File: config.mk
export PLATFORM = sky130hd
export DESIGN_NAME = instr_loader
export DESIGN_NICKNAME = d
export VERILOG_FILES = /design/src/rtl/instr_loader.sv
export SDC_FILE = /design/constraint.sdc
export NUM_CORES = 1
export LEC_CHECK = 0
export CAP_MARGIN = 5
export CORE_MARGIN = 2
export CORE_UTILIZATION = 43
export CTS_BUF_LIST = sky130_fd_sc_hd__clkbuf_16
export DETAILED_ROUTE_END_ITERATION = 12
export PLACE_DENSITY_LB_ADDON = 0.3
export SLEW_MARGIN = 20
export SYNTH_ARGS = -nofsm -noshare
export SYNTH_HDL_FRONTEND = slang
export SYNTH_SLANG_ARGS = --single-unit
File: constraint.sdc
create_clock -name clk -period 1.85 [get_ports clk]
set_clock_uncertainty 0.1 [all_clocks]
set_input_delay 0.37 -clock clk [delete_from_list [all_inputs] [get_ports clk]]
set_output_delay 0.37 -clock clk [all_outputs]
set_load 0.02 [all_outputs]
File: src/rtl/instr_loader.sv
// Instruction-memory loader: reassembles 9-bit words from byte pairs on a
// valid/ready stream and writes them at sequential addresses while holding the core.
module instr_loader #(
  parameter int D = 10
) (
  input  logic         clk,
  input  logic         reset,
  input  logic         start,
  input  logic [D:0]   len,
  input  logic [7:0]   in_data,
  input  logic         in_valid,
  output logic         in_ready,
  output logic         wr_en,
  output logic [D-1:0] wr_addr,
  output logic [8:0]   wr_data,
  output logic         core_hold,
  output logic         done,
  output logic         err
);

  typedef enum logic [2:0] {
    S_IDLE,
    S_LO,
    S_HI,
    S_WRITE,
    S_DONE
  } state_e;

  state_e       state_q, state_d;
  logic [D:0]   words_left_q;
  logic [D-1:0] addr_q;
  logic [7:0]   lo_q;
  logic         hi0_q;
  logic         err_q;

  logic         start_ok;
  logic         xfer;
  logic [D:0]   len_sat;

  assign start_ok = start && ((state_q == S_IDLE) || (state_q == S_DONE));
  assign xfer     = in_valid && in_ready;
  // Any length with the top bit set is at least the full memory depth.
  assign len_sat  = len[D] ? {1'b1, {D{1'b0}}} : len;

  // NOTE: sequential state uses non-blocking assignments so every register
  // samples pre-edge values regardless of process ordering.
  always_ff @(posedge clk or posedge reset) begin
    if (reset) begin
      state_q <= S_IDLE;
    end else begin
      state_q <= state_d;
    end
  end

  always_comb begin
    // NOTE: default first so no path through the case leaves state_d unassigned
    // (which would infer a latch).
    state_d = state_q;
    case (state_q)
      S_IDLE, S_DONE: begin
        if (start_ok) begin
          state_d = (len_sat == '0) ? S_DONE : S_LO;
        end
      end
      S_LO: begin
        if (xfer) state_d = S_HI;
      end
      S_HI: begin
        if (xfer) state_d = S_WRITE;
      end
      S_WRITE: begin
        state_d = (words_left_q == {{D{1'b0}}, 1'b1}) ? S_DONE : S_LO;
      end
      default: state_d = S_IDLE;
    endcase
  end

  always_comb begin
    in_ready  = 1'b0;
    wr_en     = 1'b0;
    core_hold = 1'b0;
    done      = 1'b0;
    case (state_q)
      S_LO, S_HI: begin
        in_ready  = 1'b1;
        core_hold = 1'b1;
      end
      S_WRITE: begin
        wr_en     = 1'b1;
        core_hold = 1'b1;
      end
      S_DONE:  done = 1'b1;
      default: ;
    endcase
  end

  always_ff @(posedge clk or posedge reset) begin
    if (reset) begin
      words_left_q <= '0;
      addr_q       <= '0;
      lo_q         <= '0;
      hi0_q        <= 1'b0;
      err_q        <= 1'b0;
    end else begin
      if (start_ok) begin
        words_left_q <= len_sat;
        addr_q       <= '0;
        err_q        <= 1'b0;
      end
      if ((state_q == S_LO) && xfer) begin
        lo_q <= in_data;
      end
      if ((state_q == S_HI) && xfer) begin
        hi0_q <= in_data[0];
        // Malformed high byte flags an error but the word is still written.
        if (|in_data[7:1]) err_q <= 1'b1;
      end
      if (state_q == S_WRITE) begin
        addr_q       <= addr_q + 1'b1;
        words_left_q <= words_left_q - 1'b1;
      end
    end
  end

  assign wr_addr = addr_q;
  assign wr_data = {hi0_q, lo_q};
  assign err     = err_q;

endmodule
==> results of run 1 <==
==> final timing paths <==
| kind | from | end | slack (ns) | cells past startpoint |
|---|---|---|---|---|
| max in group asynchronous | reset | state_q[1] | 0.93 | 3 |
| min in group clk | wr_addr[9] | wr_addr[9] | 0.38 | 1 |
| min reg2reg | wr_addr[9] | wr_addr[9] | 0.38 | 1 |
| max reg2reg | words_left_q[4] | words_left_q[10] | -0.09 | 4 |
| min | reset | lo_q[3] | 0.38 | 3 |
| max | words_left_q[4] | words_left_q[10] | -0.09 | 4 |
==> state kept, by name, summed over array words and instances, names as in the netlist <==
register / flops
err: 1
wr_addr: 10
lo_q: 8
state_q: 3
hi0_q: 1
words_left_q: 11
==> layer usage <==
layer	global-route usage	up-vias
met2	0.3297	50
met5	0	-
li1	-	792
met1	0.2579	776
met4	0.06888	0
met3	0.05833	5
==> power groups by stage <==
stage / Clock (W) / Combinational, W / Sequential [W]
2_1_floorplan: 0 / 0.000825 / 0.00135
3_3_place_gp: 0 / 0.00169 / 0.00124
3_5_place_dp: 0 / 0.00172 / 0.00124
6_report: 0.000793 / 0.00180 / 0.00126
4_1_cts: 0.000803 / 0.00172 / 0.00125
5_1_grt: 0.000841 / 0.00196 / 0.00129
==> tightest hold or removal path: cells and delay by family <==
family	cells	cell delay [ns]
buffers and inverters	3	0.81
==> per-stage QoR <==
stage	std cells	total power, W
after floorplan	176	0.002175
after global routing	298	0.004097
after detailed placement	288	0.002960
after global placement	288	0.002925
after CTS	296	0.003774
final	298	0.003847
==> final cells by class <==
cell class              count  area [um^2]  share of cell area
clock buffers               5        125.1             0.04794
clock inverters             3        16.27            0.006232
inverters                   5        18.77            0.007191
multi-input cells         128        879.6              0.3370
flip-flops and latches     34        853.3              0.3269
well taps                  50        62.56             0.02397
repair buffers             73        654.4              0.2507
==> cell families after synthesis <==
group / after synthesis / share of synthesized area
AO/OA/AOI/OAI: 38 / 0.1461
flip-flops: 34 / 0.4871
adder cells (fa/ha/maj): 3 / 0.02149
multiplexers: 14 / 0.08668
buffers and inverters: 14 / 0.03510
AND/OR/NAND/NOR: 73 / 0.2235
==> repair_timing <==
item	in CTS	in global routing
setup buffers	0	2
endpoints found under the setup margin	8	9
hold buffers	0	0
resized for setup	11	13
pin swaps	3	2
endpoints found under the hold margin	0	0
==> cells in the mapped netlist, drive strengths merged <==
cell	n
o21ai	10
or4	4
ha	3
o221ai	1
and3	1
buf	5
nor2	12
or3b	2
o311ai	2
a22o	3
nor2b	1
a32oi	1
or3	1
mux2	9
o211ai	2
a211oi	1
mux2i	5
nor3b	4
a31o	1
nor3	4
nand3	8
a21oi	11
o31ai	1
and2	2
nand2b	3
a31oi	1
clkbuf	4
a221o	1
and4	1
nand2	20
nor4	4
a311oi	3
nand3b	3
dfrtp	34
inv	5
nand4	3
==> impl_metrics.ini, run 1 <==
[sta]
hold_vio_cnt_final = 0
slew-limit-headroom = 0.7113
finalHoldWorstSlack_ns = 0.3777
fmaxAchievable_mhz = 516.1
tcrit_tclk_final = 1.047
final.setup.worst_slack_ns = -0.08763
unrepaired_setup_endpoints_after_global_routing = yes
finalSetupTns_ns = -0.1090
layout_min_cycle_time_ns = 1.938
slew_viol_final = 0
finish_stage_setup_viols = 2
max_slew.worst_pin.slew_ns = 0.4331

[final_layout]
utilization = 0.6620
final_nets = 273
layout-drive-gt1-share = 0.2419
stdcell_area_um2 = 2610
layout.cells.most_common_list = sky130_fd_sc_hd__clkdlybuf4s50_1 (39), sky130_fd_sc_hd__dfrtp_1 (32), sky130_fd_sc_hd__buf_4 (27)
synthToLayoutAreaGrowth_pct = 49.43
final_common_cell = sky130_fd_sc_hd__clkdlybuf4s50_1
antenna_cells = 0
final.fill_count = 308

[critical_path]
timing.critical_path.from_type = flop
crit_required_ns = 1.89
worstSetupEndpointType = flop
crit_top_cell = sky130_fd_sc_hd__or4_4
crit_path_cell_trace = or4_4 -> or4_4 -> o311ai_2 -> o211ai_1
timing.critical_path.buf_inv = 0
critPathKind = reg -> reg
critical_path_peak_fanout = 2
worst_path_largest_cell_delay_ns = 0.55
timing.critical_path.max_delay_family = simple AND/OR/NAND/NOR gates
cpMaxStageDelayCell = sky130_fd_sc_hd__or4_4
critPathArrivalTime_ns = 1.98

[synth]
postSynthNetCount = 202
yosysTopAreaCell = sky130_fd_sc_hd__dfrtp_1
netlist_area_um2 = 1747
avgSynthCellArea_um2 = 9.924
synth.top_cells.by_area = sky130_fd_sc_hd__dfrtp_1 (49%), sky130_fd_sc_hd__mux2_2 (5.8%), sky130_fd_sc_hd__nand2_1 (4.3%)
synthCells = 176
synth_seq_cells = 34
yosysUniqueCellTypes = 41
synth.yosys.seq_area_share = 0.4871
ys.warnings.count = 0
synthDominantCellAreaShare = 0.4871

[drt]
met1_length_mm = 1.910
met3WireLength_um = 266
viasPerCell = 5.446
drcViolationCount = 0
wl_per_cell_um = 14.19
highest_layer = met4
drt.antenna.violating_nets = 0
met2_length_mm = 2.009
routed_wl_mm = 4.229
drtPass1Iterations = 4
drt_iter0_markers = 96
dr_total_vias = 1623

[power_and_ir_drop]
power_frac_comb = 0.467
seq_power_share = 0.327
p_int_w = 0.002431
net_sw_frac = 0.3682
static-leakage-power_nw = 1.164
clock_power_share = 0.206
power_switching_w = 0.001417
vdd_drop_max_uv = 751.2
pwr_per_cell_area_nw_per_um2 = 1474

[job]
maxCapViolCount = 0

[floorplanning]
initial_core_util = 0.4430
die_w_um = 67.74
coreArea_um2 = 3943
top_level_ports = 47
row_count = 23
design.die.area_um2 = 4588
die_height_um = 67.74

[global_routing]
initial_antenna_violation_count = 0
global_route.usage.total = 0.2029
grt_start_max_net_pins = 35
first_pass_grt_wire_length_mm = 6.858
globalRouteOverflowTotal = 0
vias_in_the_first_global_route = 1502

[clock_network]
cts_inserted_buffers = 5
maximum_clock_path_buffer_count = 2
clk_latency_ns = 0.28
clockRootBuffer = sky130_fd_sc_hd__clkbuf_16
cts.reportedPaths.clkPinSlew_ns = 0.05
htreeDepth = 2
clock_tree_from_tritoncts = built
clock_sink_count = 34

[hold_path]
timing.hold.worst.class = in -> async

[placement]
dp_hpwl_mm = 3.040
place.gp.congestion = 0.7959
placedInstanceArea_um2 = 2415
port-buffer-count = 46
place_ws_ns = -0.2405

[status]
outcome = finished with violations
violations = setup timing
No activity file was read; power rests on OpenSTA's default activity.
==> run 2: changes to the inputs <==
--- a/config.mk
+++ b/config.mk
@@ -5,9 +5,10 @@
 export SDC_FILE = /design/constraint.sdc
 export NUM_CORES = 1
 export LEC_CHECK = 0
+export ABC_AREA = 1
 export CAP_MARGIN = 5
 export CORE_MARGIN = 2
-export CORE_UTILIZATION = 43
+export CORE_UTILIZATION = 45
 export CTS_BUF_LIST = sky130_fd_sc_hd__clkbuf_16
 export DETAILED_ROUTE_END_ITERATION = 12
 export PLACE_DENSITY_LB_ADDON = 0.3
==> constraint.sdc (replaced) <==
create_clock -name clk -period 1.85 [get_ports clk]
set_clock_uncertainty 0.1 [all_clocks]
set_input_delay 0.185 -clock clk [delete_from_list [all_inputs] [get_ports clk]]
set_output_delay 0.185 -clock clk [all_outputs]
set_load 0.02 [all_outputs]
==> run 2 against run 1 <==
  * The run now ends clean
  * Synthesized area is 13% higher
  * Combinational power hardly changed
  * Worst hold slack worse by 0.18 ns
  * Sequential power is 3% lower
  * Final area is 1.3% higher
  * Power is 3.3% higher
  * Fmax is 12% higher
  * Clock power is 17% higher
  * Global-route usage is 0.96 points lower
  * Routed wire length is 5.4% higher
  * Die area is 7.9% higher
  * Critical path type is now reg -> out
==> impl_metrics.ini, run 2 <==
[status]
outcome = completed

[final_layout]
final_common_cell = sky130_fd_sc_hd__nand2_1
final_nets = 336
final.fill_count = 409
stdcell_area_um2 = 2644
layout-drive-gt1-share = 0.1061
largest_register_ffs = 11
antenna_cells = 0
synthToLayoutAreaGrowth_pct = 33.48
layout.cells.most_common_list = sky130_fd_sc_hd__nand2_1 (64), sky130_fd_sc_hd__clkdlybuf4s50_1 (42), sky130_fd_sc_hd__inv_1 (37)
registers.top_by_ff_count = words_left_q

[floorplanning]
top_level_ports = 47
die_height_um = 70.35
row_count = 24
die_w_um = 70.35
design.die.area_um2 = 4948
initial_core_util = 0.4612
coreArea_um2 = 4294

[synth]
synthCells = 258
avgSynthCellArea_um2 = 7.677
ys.warnings.count = 0
yosysTopAreaCell = sky130_fd_sc_hd__dfrtp_1
synth_edf_count = 0
synth.yosys.seq_area_share = 0.4296
synth_seq_cells = 34
postSynthNetCount = 284
netlist_area_um2 = 1981
dominantRegCellSynth = sky130_fd_sc_hd__dfrtp_1
yosysUniqueCellTypes = 33
yosys.cell_count.top_type = sky130_fd_sc_hd__nand2_1
synth.top_cells.by_area = sky130_fd_sc_hd__dfrtp_1 (43%), sky130_fd_sc_hd__nand2_1 (12%), sky130_fd_sc_hd__nand3_1 (7.1%)
synthDominantCellAreaShare = 0.4296
synth_async_sr_flop_share = 1.000
synth.top_cells.by_count = sky130_fd_sc_hd__nand2_1 (64), sky130_fd_sc_hd__inv_1 (35), sky130_fd_sc_hd__dfrtp_1 (34)

[power_and_ir_drop]
static-leakage-power_nw = 1.292
sum_of_internal_switching_and_leakage_power_w = 0.003974
vdd_drop_max_uv = 906.5
pwr_per_cell_area_nw_per_um2 = 1503

[drt]
drt_iter0_markers = 98
drt.antenna.violating_nets = 0
wl_per_cell_um = 12.28
routed_wl_mm = 4.456
drtPass1Iterations = 4
dr_total_vias = 1824
viasPerCell = 5.025
drcViolationCount = 0

[clock_network]
clockRootBuffer = sky130_fd_sc_hd__clkbuf_16
cts_inserted_buffers = 5
cts.reportedPaths.clkPinSlew_ns = 0.05
htreeDepth = 2
clock_sink_count = 34
clock_tree_from_tritoncts = built
maximum_clock_path_buffer_count = 2
clk_latency_ns = 0.28

[critical_path]
cpMaxStageDelayCell = sky130_fd_sc_hd__dfrtp_1
crit_path_cell_trace = nor2_2 -> inv_1 -> nor2_1 -> dlygate4sd2_1
worstSetupEndpointType = output pin
critPathKind = reg -> out
critical_path_peak_fanout = 3
setup.worst_path.start = state_q[0]
r2r_start = words_left_q[0]
timing.critical_path.from_type = flop
timing.critical_path.max_delay_family = flip-flops
timing.critical_path.buf_inv = 2
critPathArrivalTime_ns = 1.45
crit_required_ns = 1.56
worst_path_largest_cell_delay_ns = 0.43

[global_routing]
vias_in_the_first_global_route = 1742
met2_usage = 0.3218
gr-usage-met1 = 0.2378
global_route.usage.total = 0.1933
use_met3 = 0.04906
busiest_layer = met2
first_pass_grt_wire_length_mm = 7.569
grt_start_max_net_pins = 35
initial_antenna_violation_count = 0
globalRouteOverflowTotal = 0

[sta]
hold_vio_cnt_final = 0
finalSetupTns_ns = 0
slew_viol_final = 0
max_slew.worst_pin.slew_ns = 0.4325
fmaxAchievable_mhz = 576.3
finalHoldWorstSlack_ns = 0.1996
tcrit_tclk_final = 0.9380
unrepaired_setup_endpoints_after_global_routing = no
layout_min_cycle_time_ns = 1.735
finish_stage_setup_viols = 0
slew-limit-headroom = 0.7116

[hold_path]
timing.hold.worst.class = in -> async

[placement]
port-buffer-count = 46
placedInstanceArea_um2 = 2486
place.gp.congestion = 0.8690
dp_hpwl_mm = 3.229

[job]
maxCapViolCount = 0
[run 2: changes by cell type in the layout (fill, tap and decap cells not counted), sizes merged, moves of 4 or more]
| cell | previous run | this run |
|---|---|---|
| mux2 | 9 | 1 |
| nor3b | 4 | 0 |
| mux2i | 5 | 1 |
| nand2 | 20 | 70 |
| inv | 5 | 40 |
| nor2 | 12 | 34 |
| a21oi | 11 | 4 |
| or4 | 4 | 0 |
| nand3 | 8 | 28 |
| nor4 | 4 | 0 |
| o211ai | 2 | 6 |
| buf | 27 | 5 |
| o21ai | 10 | 19 |
[run 2: metal layers]
layer  routed length (um)  up-vias
met5                    0        -
met2                 2105       47
met1                 2001      839
met3                  298        6
met4                   51        0
li1                     -      932
[run 2: worst paths after layout]
check	endpoint	slack (ns)	cells past startpoint
setup / recovery	done	0.11	4
hold / removal	lo_q[6]	0.20	3
setup reg to reg	words_left_q[10]	0.19	9
hold reg to reg	lo_q[2]	0.38	2
max in group asynchronous	words_left_q[4]	1.14	3
min in group clk	lo_q[4]	0.38	3
[run 2: kinds of logic after synthesis]
logic type               share of synthesized area
AND/OR/NAND/NOR                             0.3095
flip-flops                                  0.4296
multiplexers                               0.01074
AO/OA/AOI/OAI                               0.1257
buffers and inverters                       0.1055
adder cells (fa/ha/maj)                    0.01895
[run 2: cell type report]
type | instances | area [um^2] | share of cell area
multi-input combinational | 179 | 920.9 | 0.3483
sequential | 34 | 850.8 | 0.3218
timing repair buffer | 51 | 493.0 | 0.1865
inverter | 39 | 151.4 | 0.05726
clock buffer | 5 | 125.1 | 0.04733
tap | 52 | 65.06 | 0.02461
clock inverter | 3 | 37.54 | 0.01420
[run 2: power by group]
group	total, W	switching, W	internal, W
registers	0.00122	0.000214	0.00101
clock network	0.000925	0.000300	0.000625
logic	0.00182	0.00110	0.000724
[run 2: repair_timing]
item | 4_1_cts | 5_1_grt
setup buffers | 0 | 0
resized for setup | 4 | 0
setup endpoints to repair | 4 | 0
hold buffers | 0 | 0
[run 2: worst register-to-register path, stage by stage (launching register included)]
cell,delay [ns]
sky130_fd_sc_hd__dfrtp_1,0.38
sky130_fd_sc_hd__inv_1,0.12
sky130_fd_sc_hd__ha_1,0.18
sky130_fd_sc_hd__nand2_1,0.09
sky130_fd_sc_hd__nor2_1,0.22
sky130_fd_sc_hd__nand2_1,0.14
sky130_fd_sc_hd__inv_1,0.09
sky130_fd_sc_hd__nand3_1,0.08
sky130_fd_sc_hd__nand3_1,0.09
sky130_fd_sc_hd__nand2_1,0.05
[run 2: stage by stage]
stage,setup slack (ns),std cells,utilization
2_1_floorplan,0.3021,258,-
4_1_cts,0.1054,363,0.6157
6_report,0.1148,363,0.6157
3_3_place_gp,0.1698,355,0.5790
3_5_place_dp,0.1241,355,0.5790
5_1_grt,0.02361,363,0.6157
